## config.mk

```make
export PLATFORM = sky130hd
export DESIGN_NAME = mac_operand_feeder
export DESIGN_NICKNAME = d
export VERILOG_FILES = /design/src/rtl/mac_operand_feeder.sv
export SDC_FILE = /design/constraint.sdc
export NUM_CORES = 1
export LEC_CHECK = 0
export BUFFER_PORTS_ARGS = -buffer_cell sky130_fd_sc_hd__buf_2
export CAP_MARGIN = 0
export CORE_MARGIN = 1.5
export CORE_UTILIZATION = 40
export DETAILED_ROUTE_END_ITERATION = 7
export PLACE_DENSITY = 0.61
export SLEW_MARGIN = 10
export SYNTH_ARGS = -nofsm -noshare
export SYNTH_HDL_FRONTEND = slang
export SYNTH_SLANG_ARGS = --single-unit
```

## constraint.sdc

```tcl
create_clock -name clk -period 4.2 [get_ports clk]
set_input_delay 0.21 -clock clk [delete_from_list [all_inputs] [get_ports clk]]
set_output_delay 0.21 -clock clk [all_outputs]
set_load 0.05 [all_outputs]
```

## src/rtl/mac_operand_feeder.sv

```systemverilog
`default_nettype none
// ============================================================================
// mac_operand_feeder : dual operand FIFOs streaming pairs into an external MAC
// Revision: 1.0
// ============================================================================
module mac_operand_feeder #(
   parameter int DATA_WIDTH = 8,
   parameter int DEPTH      = 8
) (
   input  logic                    clk,
   input  logic                    rst_n,
   input  logic                    a_wr_en,
   input  logic [DATA_WIDTH-1:0]   a_wr_data,
   input  logic                    b_wr_en,
   input  logic [DATA_WIDTH-1:0]   b_wr_data,
   output logic                    a_full,
   output logic                    a_empty,
   output logic                    b_full,
   output logic                    b_empty,
   input  logic                    start,
   output logic                    busy,
   output logic                    err,
   output logic                    mac_en,
   output logic                    mac_clr,
   output logic [DATA_WIDTH-1:0]   mac_a,
   output logic [DATA_WIDTH-1:0]   mac_b,
   input  logic [3*DATA_WIDTH-1:0] mac_cout,
   output logic [3*DATA_WIDTH-1:0] result,
   output logic                    done
);

   localparam int AW = $clog2(DEPTH);
   localparam int CW = AW + 1;

   typedef enum logic [2:0] {
      IDLE   = 3'd0,
      CLEAR  = 3'd1,
      STREAM = 3'd2,
      DRAIN  = 3'd3,
      DONE   = 3'd4
   } state_t;

   state_t                state;
   logic [DATA_WIDTH-1:0] a_mem [DEPTH];
   logic [DATA_WIDTH-1:0] b_mem [DEPTH];
   logic [AW-1:0]         a_wr_ptr;
   logic [AW-1:0]         a_rd_ptr;
   logic [AW-1:0]         b_wr_ptr;
   logic [AW-1:0]         b_rd_ptr;
   logic [CW-1:0]         a_count;
   logic [CW-1:0]         b_count;
   logic [CW-1:0]         len_left;
   logic                  a_push;
   logic                  b_push;
   logic                  pop;

   assign a_full  = (a_count == CW'(DEPTH));
   assign b_full  = (b_count == CW'(DEPTH));
   assign a_empty = (a_count == '0);
   assign b_empty = (b_count == '0);
   assign a_push  = a_wr_en && !a_full && !busy;
   assign b_push  = b_wr_en && !b_full && !busy;
   // Popping coincides with loading the operand registers from the FIFO heads
   assign pop     = (state == CLEAR) || ((state == STREAM) && (len_left != '0));

   always_ff @(posedge clk) begin
      if (a_push) a_mem[a_wr_ptr] <= a_wr_data;
      if (b_push) b_mem[b_wr_ptr] <= b_wr_data;
   end

   always_ff @(posedge clk or negedge rst_n) begin
      if (!rst_n) begin
         a_wr_ptr <= '0;
         a_rd_ptr <= '0;
         b_wr_ptr <= '0;
         b_rd_ptr <= '0;
         a_count  <= '0;
         b_count  <= '0;
      end else begin
         if (a_push) a_wr_ptr <= a_wr_ptr + AW'(1);
         if (b_push) b_wr_ptr <= b_wr_ptr + AW'(1);
         if (pop) begin
            a_rd_ptr <= a_rd_ptr + AW'(1);
            b_rd_ptr <= b_rd_ptr + AW'(1);
         end
         case ({a_push, pop})
            2'b10:   a_count <= a_count + CW'(1);
            2'b01:   a_count <= a_count - CW'(1);
            default: a_count <= a_count;
         endcase
         case ({b_push, pop})
            2'b10:   b_count <= b_count + CW'(1);
            2'b01:   b_count <= b_count - CW'(1);
            default: b_count <= b_count;
         endcase
      end
   end

   always_ff @(posedge clk or negedge rst_n) begin
      if (!rst_n) begin
         state    <= IDLE;
         busy     <= 1'b0;
         err      <= 1'b0;
         done     <= 1'b0;
         mac_en   <= 1'b0;
         mac_clr  <= 1'b0;
         mac_a    <= '0;
         mac_b    <= '0;
         result   <= '0;
         len_left <= '0;
      end else begin
         err     <= 1'b0;
         done    <= 1'b0;
         mac_clr <= 1'b0;
         case (state)
            IDLE: begin
               if (start) begin
                  if ((a_count == b_count) && (a_count != '0)) begin
                     len_left <= a_count;
                     mac_clr  <= 1'b1;
                     busy     <= 1'b1;
                     state    <= CLEAR;
                  end else begin
                     err <= 1'b1;
                  end
               end
            end
            CLEAR: begin
               mac_en   <= 1'b1;
               mac_a    <= a_mem[a_rd_ptr];
               mac_b    <= b_mem[b_rd_ptr];
               len_left <= len_left - CW'(1);
               state    <= STREAM;
            end
            STREAM: begin
               if (len_left != '0) begin
                  mac_a    <= a_mem[a_rd_ptr];
                  mac_b    <= b_mem[b_rd_ptr];
                  len_left <= len_left - CW'(1);
               end else begin
                  mac_en <= 1'b0;
                  state  <= DRAIN;
               end
            end
            DRAIN: begin
               // Last product has landed in the accumulator by now
               result <= mac_cout;
               done   <= 1'b1;
               state  <= DONE;
            end
            DONE: begin
               busy  <= 1'b0;
               state <= IDLE;
            end
            default: begin
               busy   <= 1'b0;
               mac_en <= 1'b0;
               state  <= IDLE;
            end
         endcase
      end
   end

endmodule
`default_nettype wire
```

==> impl_metrics.tcl, run 1 <==
set metrics [dict create \
    status "completed" \
    fin_ws_ps 1307 \
    viasPerCell 5.056 \
    synth_fp_nets 522 \
    pin_count 94 \
    grt_pass1_vias 4516 \
    r2r-start "len_left[0]" \
    vias 4338 \
    critPathArrivalTime_ps 3200 \
    numCtsBuffers 17 \
    avgRoutedWirePerCell_um 17.77 \
    r2r_end "b_count[2]" \
    fin_crit_sh_pct 68.89 \
    grtUsageMet2_pct 25.29 \
    drive_gt1_share_pct 31.42 \
    grt_pass1_wl_um 24720 \
    synth_edf_count 128 \
    cts_resized 0 \
    antenna_found_initial 2 \
    dp_hpwl_um 9597 \
    finalNonFillerCells 858 \
    cts.path.max_buffers 2 \
    r2r_slack_ps 1310 \
    routabilityCongestion 0.7612 \
    critical_path.endpoint "b_count[2]" \
    powerDensity_nw_per_um2 760.2 \
    multiInputGateArea_um2 2265 \
    overflow 0 \
    start_util_pct 41.06 \
    cts_tree "yes" \
    ant_nets 0 \
    fillers 1667 \
    area_growth_pct 18.67 \
    seq_area_frac_synth_pct 69.96 \
    wirelength_um 15250 \
    hp-class "primary input to flip-flop" \
    synth_flop_cell "edfxtp_1" \
    syn_area_per_cell_um2 17.32 \
    seqCellArea_um2 5647 \
    clock_sinks 200 \
    netlist.area_leader.share_pct 47.64 \
    crit_path_end_kind "flip-flop" \
    h-tree-depth 4 \
    clk_pin_slew_ps 70 \
    root_buffer "clkbuf_16" \
    crit_path_start_kind "flip-flop" \
    track_usage_pct 15.38 \
    drc 0 \
    core_um2 19650 \
    layout_min_cycle_time_ps 2893 \
    cap_violations 0 \
    first_iter_violations 225 \
    grt_start_max_net_pins 73 \
    r2r_cells 12 \
    syn_area_um2 8069 \
    dieArea_um2 21030 \
    slew_violations 0 \
    place_ws_ps 1324 \
    die_w_um 145.0 \
    clock_latency_ps 430 \
    tightest_slew_ps 1064 \
    netlist_instances 466 \
    post-route-util_pct 48.72 \
    peakVddDrop_v 0.0002873 \
    synth_cell_types 45 \
    die_h_um 145.0 \
    cts_hold_buffers 20 \
    synth-seq-cells 200 \
    rows 51 \
    critPathLaunch "len_left[0]" \
    fin_area_um2 9575 \
    required_ps 4510 \
    async_flop_share_pct 36.00 \
    first_pass_iters 4 \
    post_cts_buffers 0 \
    portBuffers 93 \
    use_met3_pct 3.994 \
    synth_top_cell_by_area "edfxtp_1" \
    power.leakage_nw 3.689 \
    tns_ps 0 \
    setup_viol_count_final 0 \
    cp_max_fo 22 \
    fin_skew_ps 10.20 \
    nNetsFinal 635 \
    fmax_mhz 345.6 \
    placed_cells 805 \
    use_met1_pct 19.55 \
    slew_headroom_pct 29.04 \
    rsz0062_at_grt "false" \
    hold_viol 0 \
    synthTopCellsByArea "edfxtp_1 (48%), dfrtp_1 (22%), mux4_2 (8.9%)" \
    worstSetupPathType "flip-flop to flip-flop" \
    yosysWarningCount 0 \
    placed_cell_area_um2 8770 \
    grt.busiest_layer "met2" \
]
-- power breakdown --
| group | internal (W) | leakage [nW] | switching, W | total (W) |
|---|---|---|---|---|
| clock network | 0.000806 | 0.291 | 0.000807 | 0.00161 |
| logic | 0.00105 | 1.37 | 0.00156 | 0.00261 |
| registers | 0.00257 | 2.03 | 0.000491 | 0.00306 |
-- stage by stage --
stage | hold slack, ps | power (W)
finish | 14.70 | 0.007280
global route | 15.13 | 0.007692
CTS | 1.443 | 0.007360
detailed placement | 422.4 | 0.005730
global placement | 417.5 | 0.005617
floorplan | -85.59 | 0.005095
-- how the worst min path moves through the flow --
stage,slack [ps],start,cells past startpoint,endpoint
3_5_place_dp,420,rst_n,1,b_count[3]
2_1_floorplan,-90,rst_n,0,a_count[0]
4_1_cts,1,mac_cout[19],2,result[19]
6_report,10,mac_cout[19],2,result[19]
3_3_place_gp,420,rst_n,1,b_count[0]
5_1_grt,20,mac_cout[19],2,result[19]
-- synth_stat cells (all sizes together) (4+ instances only) --
library cell	instances
edfxtp	128
inv	8
nor3	5
buf	20
dfrtp	72
mux4	32
mux2i	17
xor2	11
a21oi	25
nand2	15
mux2	31
o21ai	4
nor2	32
nand3	4
xnor2	11
ha	11
nand2b	11
-- worst max-delay path, stage by stage, from the launching register on --
cell and delay [ps]:
dfrtp_1 390, inv_1 80, ha_1 220, nor3b_1 160, o21a_1 240, nor2_4 480, ha_1 380, xor2_1 110
ha_1 190, a21oi_1 160, xor2_1 160, nor2_1 70, xor2_1 140
-- registers in the layout, indices dropped and copies added, names as in the netlist --
| register | count |
|---|---|
| a_count | 4 |
| a_mem | 64 |
| a_rd_ptr | 3 |
| a_wr_ptr | 3 |
| b_count | 4 |
| b_mem | 64 |
| b_rd_ptr | 3 |
| b_wr_ptr | 3 |
| busy | 1 |
| done | 1 |
| err | 1 |
| len_left | 4 |
| mac_a | 8 |
| mac_b | 8 |
| mac_clr | 1 |
| mac_en | 1 |
| result | 24 |
| state | 3 |
-- per-layer routing --
layer  wire length, µm  share of wire, %
met2              7424                49
met5                 7             0.046
met1              6749                44
met4               221               1.4
met3               846               5.5
-- cells by family after synthesis --
group | after synthesis | synth area share, %
compound gates | 41 | 3.055
simple gates | 81 | 5.365
flops | 200 | 69.96
buf+inv | 31 | 2.155
mux | 80 | 15.37
xor+xnor | 22 | 2.388
fa+ha+maj | 11 | 1.706
-- area by class of cell --
cell class	count	area share [%]
clock buffers	17	4.443
inverters	8	0.3136
well taps	265	3.463
clock inverters	15	1.842
multi-input cells	235	23.65
flip-flops and latches	200	58.97
repair buffers	117	7.291
diodes	1	0.02613
-- layout by cell type, fill, tap and decap left out, types with 3 or more instances in the layout --
master | netlist | final
edfxtp_1 | 128 | 128
buf_2 | 9 | 92
dfrtp_1 | 72 | 71
mux4_2 | 32 | 32
nor2_1 | 31 | 31
a21oi_1 | 24 | 24
mux2_1 | 21 | 21
dlygate4sd3_1 | 0 | 20
mux2i_1 | 17 | 17
clkbuf_16 | 0 | 17
nand2_1 | 15 | 15
nand2b_1 | 11 | 11
xor2_1 | 11 | 11
xnor2_1 | 11 | 11
ha_1 | 11 | 11
mux2_2 | 10 | 10
inv_1 | 7 | 7
inv_8 | 0 | 5
clkinv_8 | 0 | 5
buf_4 | 6 | 5
nor4b_2 | 3 | 3
nor3_1 | 5 | 3
nand3_1 | 3 | 3
o21ai_0 | 3 | 3
No activity file was read; power rests on OpenSTA's default activity.
==> inputs of run 2 (changes only) <==
==> constraint.sdc (replaced) <==
create_clock -name clk -period 2.8 [get_ports clk]
set_input_delay 0.14 -clock clk [delete_from_list [all_inputs] [get_ports clk]]
set_output_delay 0.14 -clock clk [all_outputs]
set_load 0.05 [all_outputs]
==> run 2 against run 1 <==
  * Critical endpoint is now a_count[2]
  * Core utilization increased by 2.0 points
  * Largest power group unchanged
  * Die area stayed put
  * Clock-buffer cell count stayed put
  * Sequential share of layout area shrank 2.3 points
  * Wire length shrank 0.61%
  * Sequential power increased by 47%
==> impl_metrics.tcl, run 2 (synthesis gave the netlist of run 1 again) <==
set metrics [dict create \
    numCtsBuffers 17 \
    crit_buf_inv 1 \
    cts_tree "yes" \
    drc 0 \
    portBuffers 93 \
    routabilityCongestion 0.7492 \
    dp_hpwl_um 9736 \
    cap_violations 0 \
    post_cts_buffers 0 \
    ant_nets 0 \
    crit_family "adder cells" \
    p_sw_w 0.004179 \
    layout_min_cycle_time_ps 2550 \
    hold_viol 0 \
    pwr-share-comb_pct 37.2 \
    dieArea_um2 21030 \
    status "completed" \
    track_usage_pct 15.24 \
    first_pass_iters 4 \
    fmax_mhz 392.2 \
    seqPwrFrac_pct 40.7 \
    n_antenna_cell 0 \
    die_w_um 145.0 \
    fillers 1641 \
    cts.path.max_buffers 2 \
    power.leakage_nw 3.903 \
    cts_resized 0 \
    root_buffer "clkbuf_16" \
    nNetsFinal 680 \
    first_iter_violations 287 \
    hp-class "primary input to flip-flop" \
    die_h_um 145.0 \
    core_um2 19650 \
    slowest_delay_ps 410 \
    critPathArrivalTime_ps 2850 \
    overflow 0 \
    viasPerCell 4.949 \
    area_growth_pct 23.45 \
    crit_path_end_kind "flip-flop" \
    mostFrequentLayoutCell "edfxtp_1" \
    rsz0062_at_grt "false" \
    totalPowerFinal_w 0.01107 \
    clk_pin_slew_ps 70 \
    placed_cell_area_um2 8957 \
    pin_count 94 \
    worstSetupPathType "flip-flop to flip-flop" \
    grt_start_max_net_pins 73 \
    fin_ws_ps 250.5 \
    switching_share_pct 37.74 \
    slew_headroom_pct 38.14 \
    drive_gt1_share_pct 32.18 \
    fin_skew_ps 9.310 \
    top_regs "a_mem x64, b_mem x64, result x24" \
    cp_max_fo 6 \
    crit_path_start_kind "flip-flop" \
    post-route-util_pct 50.68 \
    fin_area_um2 9961 \
    place_ws_ps 278.7 \
    setup_viol_count_final 0 \
    h-tree-depth 4 \
    mostFrequentLayoutCells "edfxtp_1 (128), buf_2 (92), dfrtp_1 (72)" \
    clock_latency_ps 430 \
    required_ps 3100 \
    wirelength_um 15160 \
    grt_pass1_vias 4659 \
    cpMaxStageDelayCell "dfrtp_1" \
    rows 51 \
    slew_violations 0 \
    vias 4464 \
    start_util_pct 41.06 \
    crit_chain "inv_1 > ha_1 > nor3b_1 > o21a_1 > nor2_4 > ha_1 > xor2_1 > ha_1 > a21oi_1 > xor2_1 > nor2_1 > xor2_1" \
    antenna_found_initial 0 \
    tightest_slew_ps 927.8 \
    avgRoutedWirePerCell_um 16.80 \
    powerDensity_nw_per_um2 1112 \
    grt_pass1_wl_um 24790 \
    p_int_w 0.006894 \
    peakVddDrop_v 0.0005200 \
    fin_crit_sh_pct 91.05 \
    tns_ps 0 \
    p_clk_share_pct 22.1 \
    clock_sinks 200 \
]
==> run 2: worst register-to-register path, cell delays in order, from the launching register on <==
cell	delay, ps
dfrtp_1	410
inv_1	90
ha_1	190
nor3b_1	260
o21a_1	250
nor2_4	70
ha_1	270
xor2_1	170
ha_1	190
a21oi_1	150
xor2_1	150
nor2_1	60
xor2_1	140
==> run 2: final timing paths <==
| kind | startpoint | endpoint | slack (ps) | cells after the start |
|---|---|---|---|---|
| max in group asynchronous | rst_n | mac_a[0] | 1800 | 2 |
| min in group asynchronous | rst_n | result[10] | 410 | 2 |
| setup / recovery | len_left[0] | a_count[2] | 250 | 12 |
| hold / removal | start | err | 130 | 3 |
| hold reg to reg | result[20] | result[20] | 480 | 1 |
| setup reg to reg | len_left[0] | a_count[2] | 250 | 12 |
==> run 2: timing repair <==
action                     4_1_cts  5_1_grt
hold endpoints to repair       224        0
hold buffers                    41        0
setup endpoints to repair        0        0
==> run 2: per-stage QoR <==
| step | hold WS, ps | std cells |
|---|---|---|
| after floorplan | -155.6 | 466 |
| after global placement | 345.3 | 829 |
| after detailed placement | 352.2 | 829 |
| after CTS | 122.2 | 902 |
| after global routing | 124.2 | 902 |
| final | 132.1 | 902 |
==> run 2: layer usage <==
| layer | vias to the layer above | track usage, % | wire, µm |
|---|---|---|---|
| met5 | - | 0 | 0 |
| met4 | 0 | 4.175 | 136 |
| met3 | 11 | 3.742 | 751 |
| met2 | 126 | 26.05 | 7658 |
| met1 | 2253 | 19.32 | 6610 |
| li1 | 2074 | - | - |
==> run 2: power by group through the flow <==
stage / clock network [W] / registers, W / logic (W)
finish: 0.00245 / 0.00451 / 0.00412
global route: 0.00261 / 0.00462 / 0.00450
CTS: 0.00250 / 0.00452 / 0.00419
detailed placement: 0 / 0.00457 / 0.00413
global placement: 0 / 0.00453 / 0.00404
floorplan: 0 / 0.00507 / 0.00260
==> run 2: layout make-up <==
| class | count | area [µm²] | share of cell area, % |
|---|---|---|---|
| multi-input cells | 235 | 2272 | 22.81 |
| clock inverters | 15 | 167.7 | 1.683 |
| flip-flops and latches | 200 | 5645 | 56.68 |
| inverters | 8 | 30.03 | 0.3015 |
| repair buffers | 162 | 1089 | 10.93 |
| clock buffers | 17 | 425.4 | 4.271 |
| well taps | 265 | 331.6 | 3.329 |
==> inputs of run 3 (changes only) <==
--- a/config.mk
+++ b/config.mk
@@ -7,10 +7,9 @@
 export LEC_CHECK = 0
 export BUFFER_PORTS_ARGS = -buffer_cell sky130_fd_sc_hd__buf_2
 export CAP_MARGIN = 0
-export CORE_MARGIN = 1.5
 export CORE_UTILIZATION = 40
 export DETAILED_ROUTE_END_ITERATION = 7
-export PLACE_DENSITY = 0.61
+export SKIP_LAST_GASP = 1
 export SLEW_MARGIN = 10
 export SYNTH_ARGS = -nofsm -noshare
 export SYNTH_HDL_FRONTEND = slang
==> run 3 against run 2 <==
  * Hold slack got worse by 18 ps
  * Die area decreased by 1.4%
  * Global-route usage increased by 0.64 points
  * Maximum frequency decreased by 1.3%
  * Clock-buffer cell count increased by 3
  * Clock skew about the same
  * Critical endpoint is now b_count[2]
  * Wire length increased by 0.70%
  * Largest power group unchanged
  * Largest cell class unchanged
  * Cell area decreased by 0.84%
==> impl_metrics.tcl, run 3 (synthesis gave the netlist of run 1 again) <==
set metrics [dict create \
    mostFrequentLayoutCells "edfxtp_1 (128), buf_2 (92), dfrtp_1 (72)" \
    whs_path_depth 3 \
    crit_path_start_kind "flip-flop" \
    clock_sinks 200 \
    cts_resized 0 \
    nNetsFinal 675 \
    min_from "start" \
    cts.path.max_buffers 2 \
    first_iter_violations 174 \
    fmax_mhz 387.3 \
    worstSetupPathType "flip-flop to flip-flop" \
    cts_tree "yes" \
    critPathArrivalTime_ps 2880 \
    overflow 0 \
    n_antenna_cell 0 \
    clock_latency_ps 430 \
    fin_crit_sh_pct 92.22 \
    layout_min_cycle_time_ps 2582 \
    die_h_um 144.0 \
    fillers 1632 \
    area_growth_pct 22.41 \
    powerDensity_nw_per_um2 1101 \
    drive_gt1_share_pct 31.49 \
    r2r_end "b_count[2]" \
    fin_skew_ps 9.483 \
    antenna_found_initial 0 \
    hold_viol 0 \
    numCtsBuffers 17 \
    viasPerCell 4.980 \
    grt_start_max_net_pins 73 \
    slew_headroom_pct 38.67 \
    hp-class "primary input to flip-flop" \
    grt_pass1_vias 4630 \
    drc 0 \
    finalNonFillerCells 897 \
    track_usage_pct 15.88 \
    cp_max_fo 5 \
    r2r-start "len_left[0]" \
    avgRoutedWirePerCell_um 17.02 \
    holdPathEnd "err" \
    rsz0062_at_grt "false" \
    core_um2 19590 \
    dp_hpwl_um 9560 \
    tns_ps 0 \
    slew_violations 0 \
    ant_nets 0 \
    peakVddDrop_v 0.0004771 \
    pin_count 94 \
    placed_cells 824 \
    required_ps 3100 \
    setup_viol_count_final 0 \
    crit_path_end_kind "flip-flop" \
    power.leakage_nw 3.857 \
    status "completed" \
    die_w_um 144.0 \
    cap_violations 0 \
    grt_pass1_wl_um 23980 \
    post-route-util_pct 50.42 \
    h-tree-depth 4 \
    r2r_slack_ps 220 \
    top_regs "a_mem x64, b_mem x64, result x24" \
    clk_pin_slew_ps 80 \
    tightest_slew_ps 919.9 \
    root_buffer "clkbuf_16" \
    vias 4467 \
    rows 51 \
    routabilityCongestion 0.7539 \
    start_util_pct 41.19 \
    r2r_cells 12 \
    portBuffers 93 \
    mostFrequentLayoutCell "edfxtp_1" \
    wirelength_um 15260 \
    dieArea_um2 20740 \
    first_pass_iters 4 \
]
==> run 3: cell types whose count changed in the layout (fill, tap and decap cells not counted) <==
cell	before	now
inv_6	2	3
clkinvlp_4	3	2
clkinv_4	3	4
clkinv_1	2	0
buf_4	29	24
bufinv_16	2	0
clkbuf_1	0	3
==> run 3: worst max-delay path by stage <==
stage,start,endpoint,slack (ps),depth (start not counted)
final,len_left[0],b_count[2],220,12
after detailed placement,len_left[0],b_count[2],220,12
after CTS,len_left[0],b_count[2],200,12
after floorplan,b_count[0],b_count[2],180,11
after global routing,len_left[0],b_count[2],80,12
after global placement,len_left[0],a_count[2],370,12
==> run 3: layer usage <==
layer / up-vias / global-route usage [%] / share of wire, %
li1: 2068 / - / -
met1: 2284 / 19.10 / 43
met2: 99 / 28.02 / 52
met3: 16 / 3.907 / 4.1
met4: 0 / 4.871 / 1.1
met5: - / 0 / 0
==> run 3: what timing repair did <==
item                                   in CTS  in global routing
endpoints found under the hold margin     224                  0
setup endpoints to repair                   0                  0
setup buffers                               0                  0
hold buffers                               41                  0
==> run 3: critical path: stages, from the launching register on <==
cell and delay (ps):
dfrtp_1 410, inv_1 90, ha_1 180, nor3b_1 250
o21a_1 240, nor2_4 70, ha_1 270, xor2_1 170
ha_1 200, a21oi_1 170, xor2_1 200, nor2_1 70
xor2_1 140
==> run 3: metrics by stage <==
step	hold WS [ps]	worst slack [ps]	area (µm²)	power, W
4_1_cts	102.7	196.2	9877	0.01104
5_1_grt	103.8	75.30	9877	0.01155
2_1_floorplan	-155.6	175.0	8087	0.007670
3_5_place_dp	350.8	220.4	8920	0.008694
6_report	114.4	217.9	9877	0.01088
3_3_place_gp	335.2	373.8	8920	0.008535
==> run 3: area by class of cell <==
class	instances	area [µm²]	area share, %
clock inverter	12	110.1	1.115
tap	265	331.6	3.357
inverter	8	30.03	0.3040
timing repair buffer	157	1051	10.64
multi-input combinational	235	2272	23.00
clock buffer	20	436.7	4.421
sequential	200	5645	57.16
==> run 3: power breakdown <==
| part | total [W] | switching [W] | internal [W] |
|---|---|---|---|
| logic | 0.00410 | 0.00242 | 0.00168 |
| clock network | 0.00228 | 0.00111 | 0.00117 |
| registers | 0.00450 | 0.000653 | 0.00385 |
| total | 0.0109 | 0.00418 | 0.00670 |
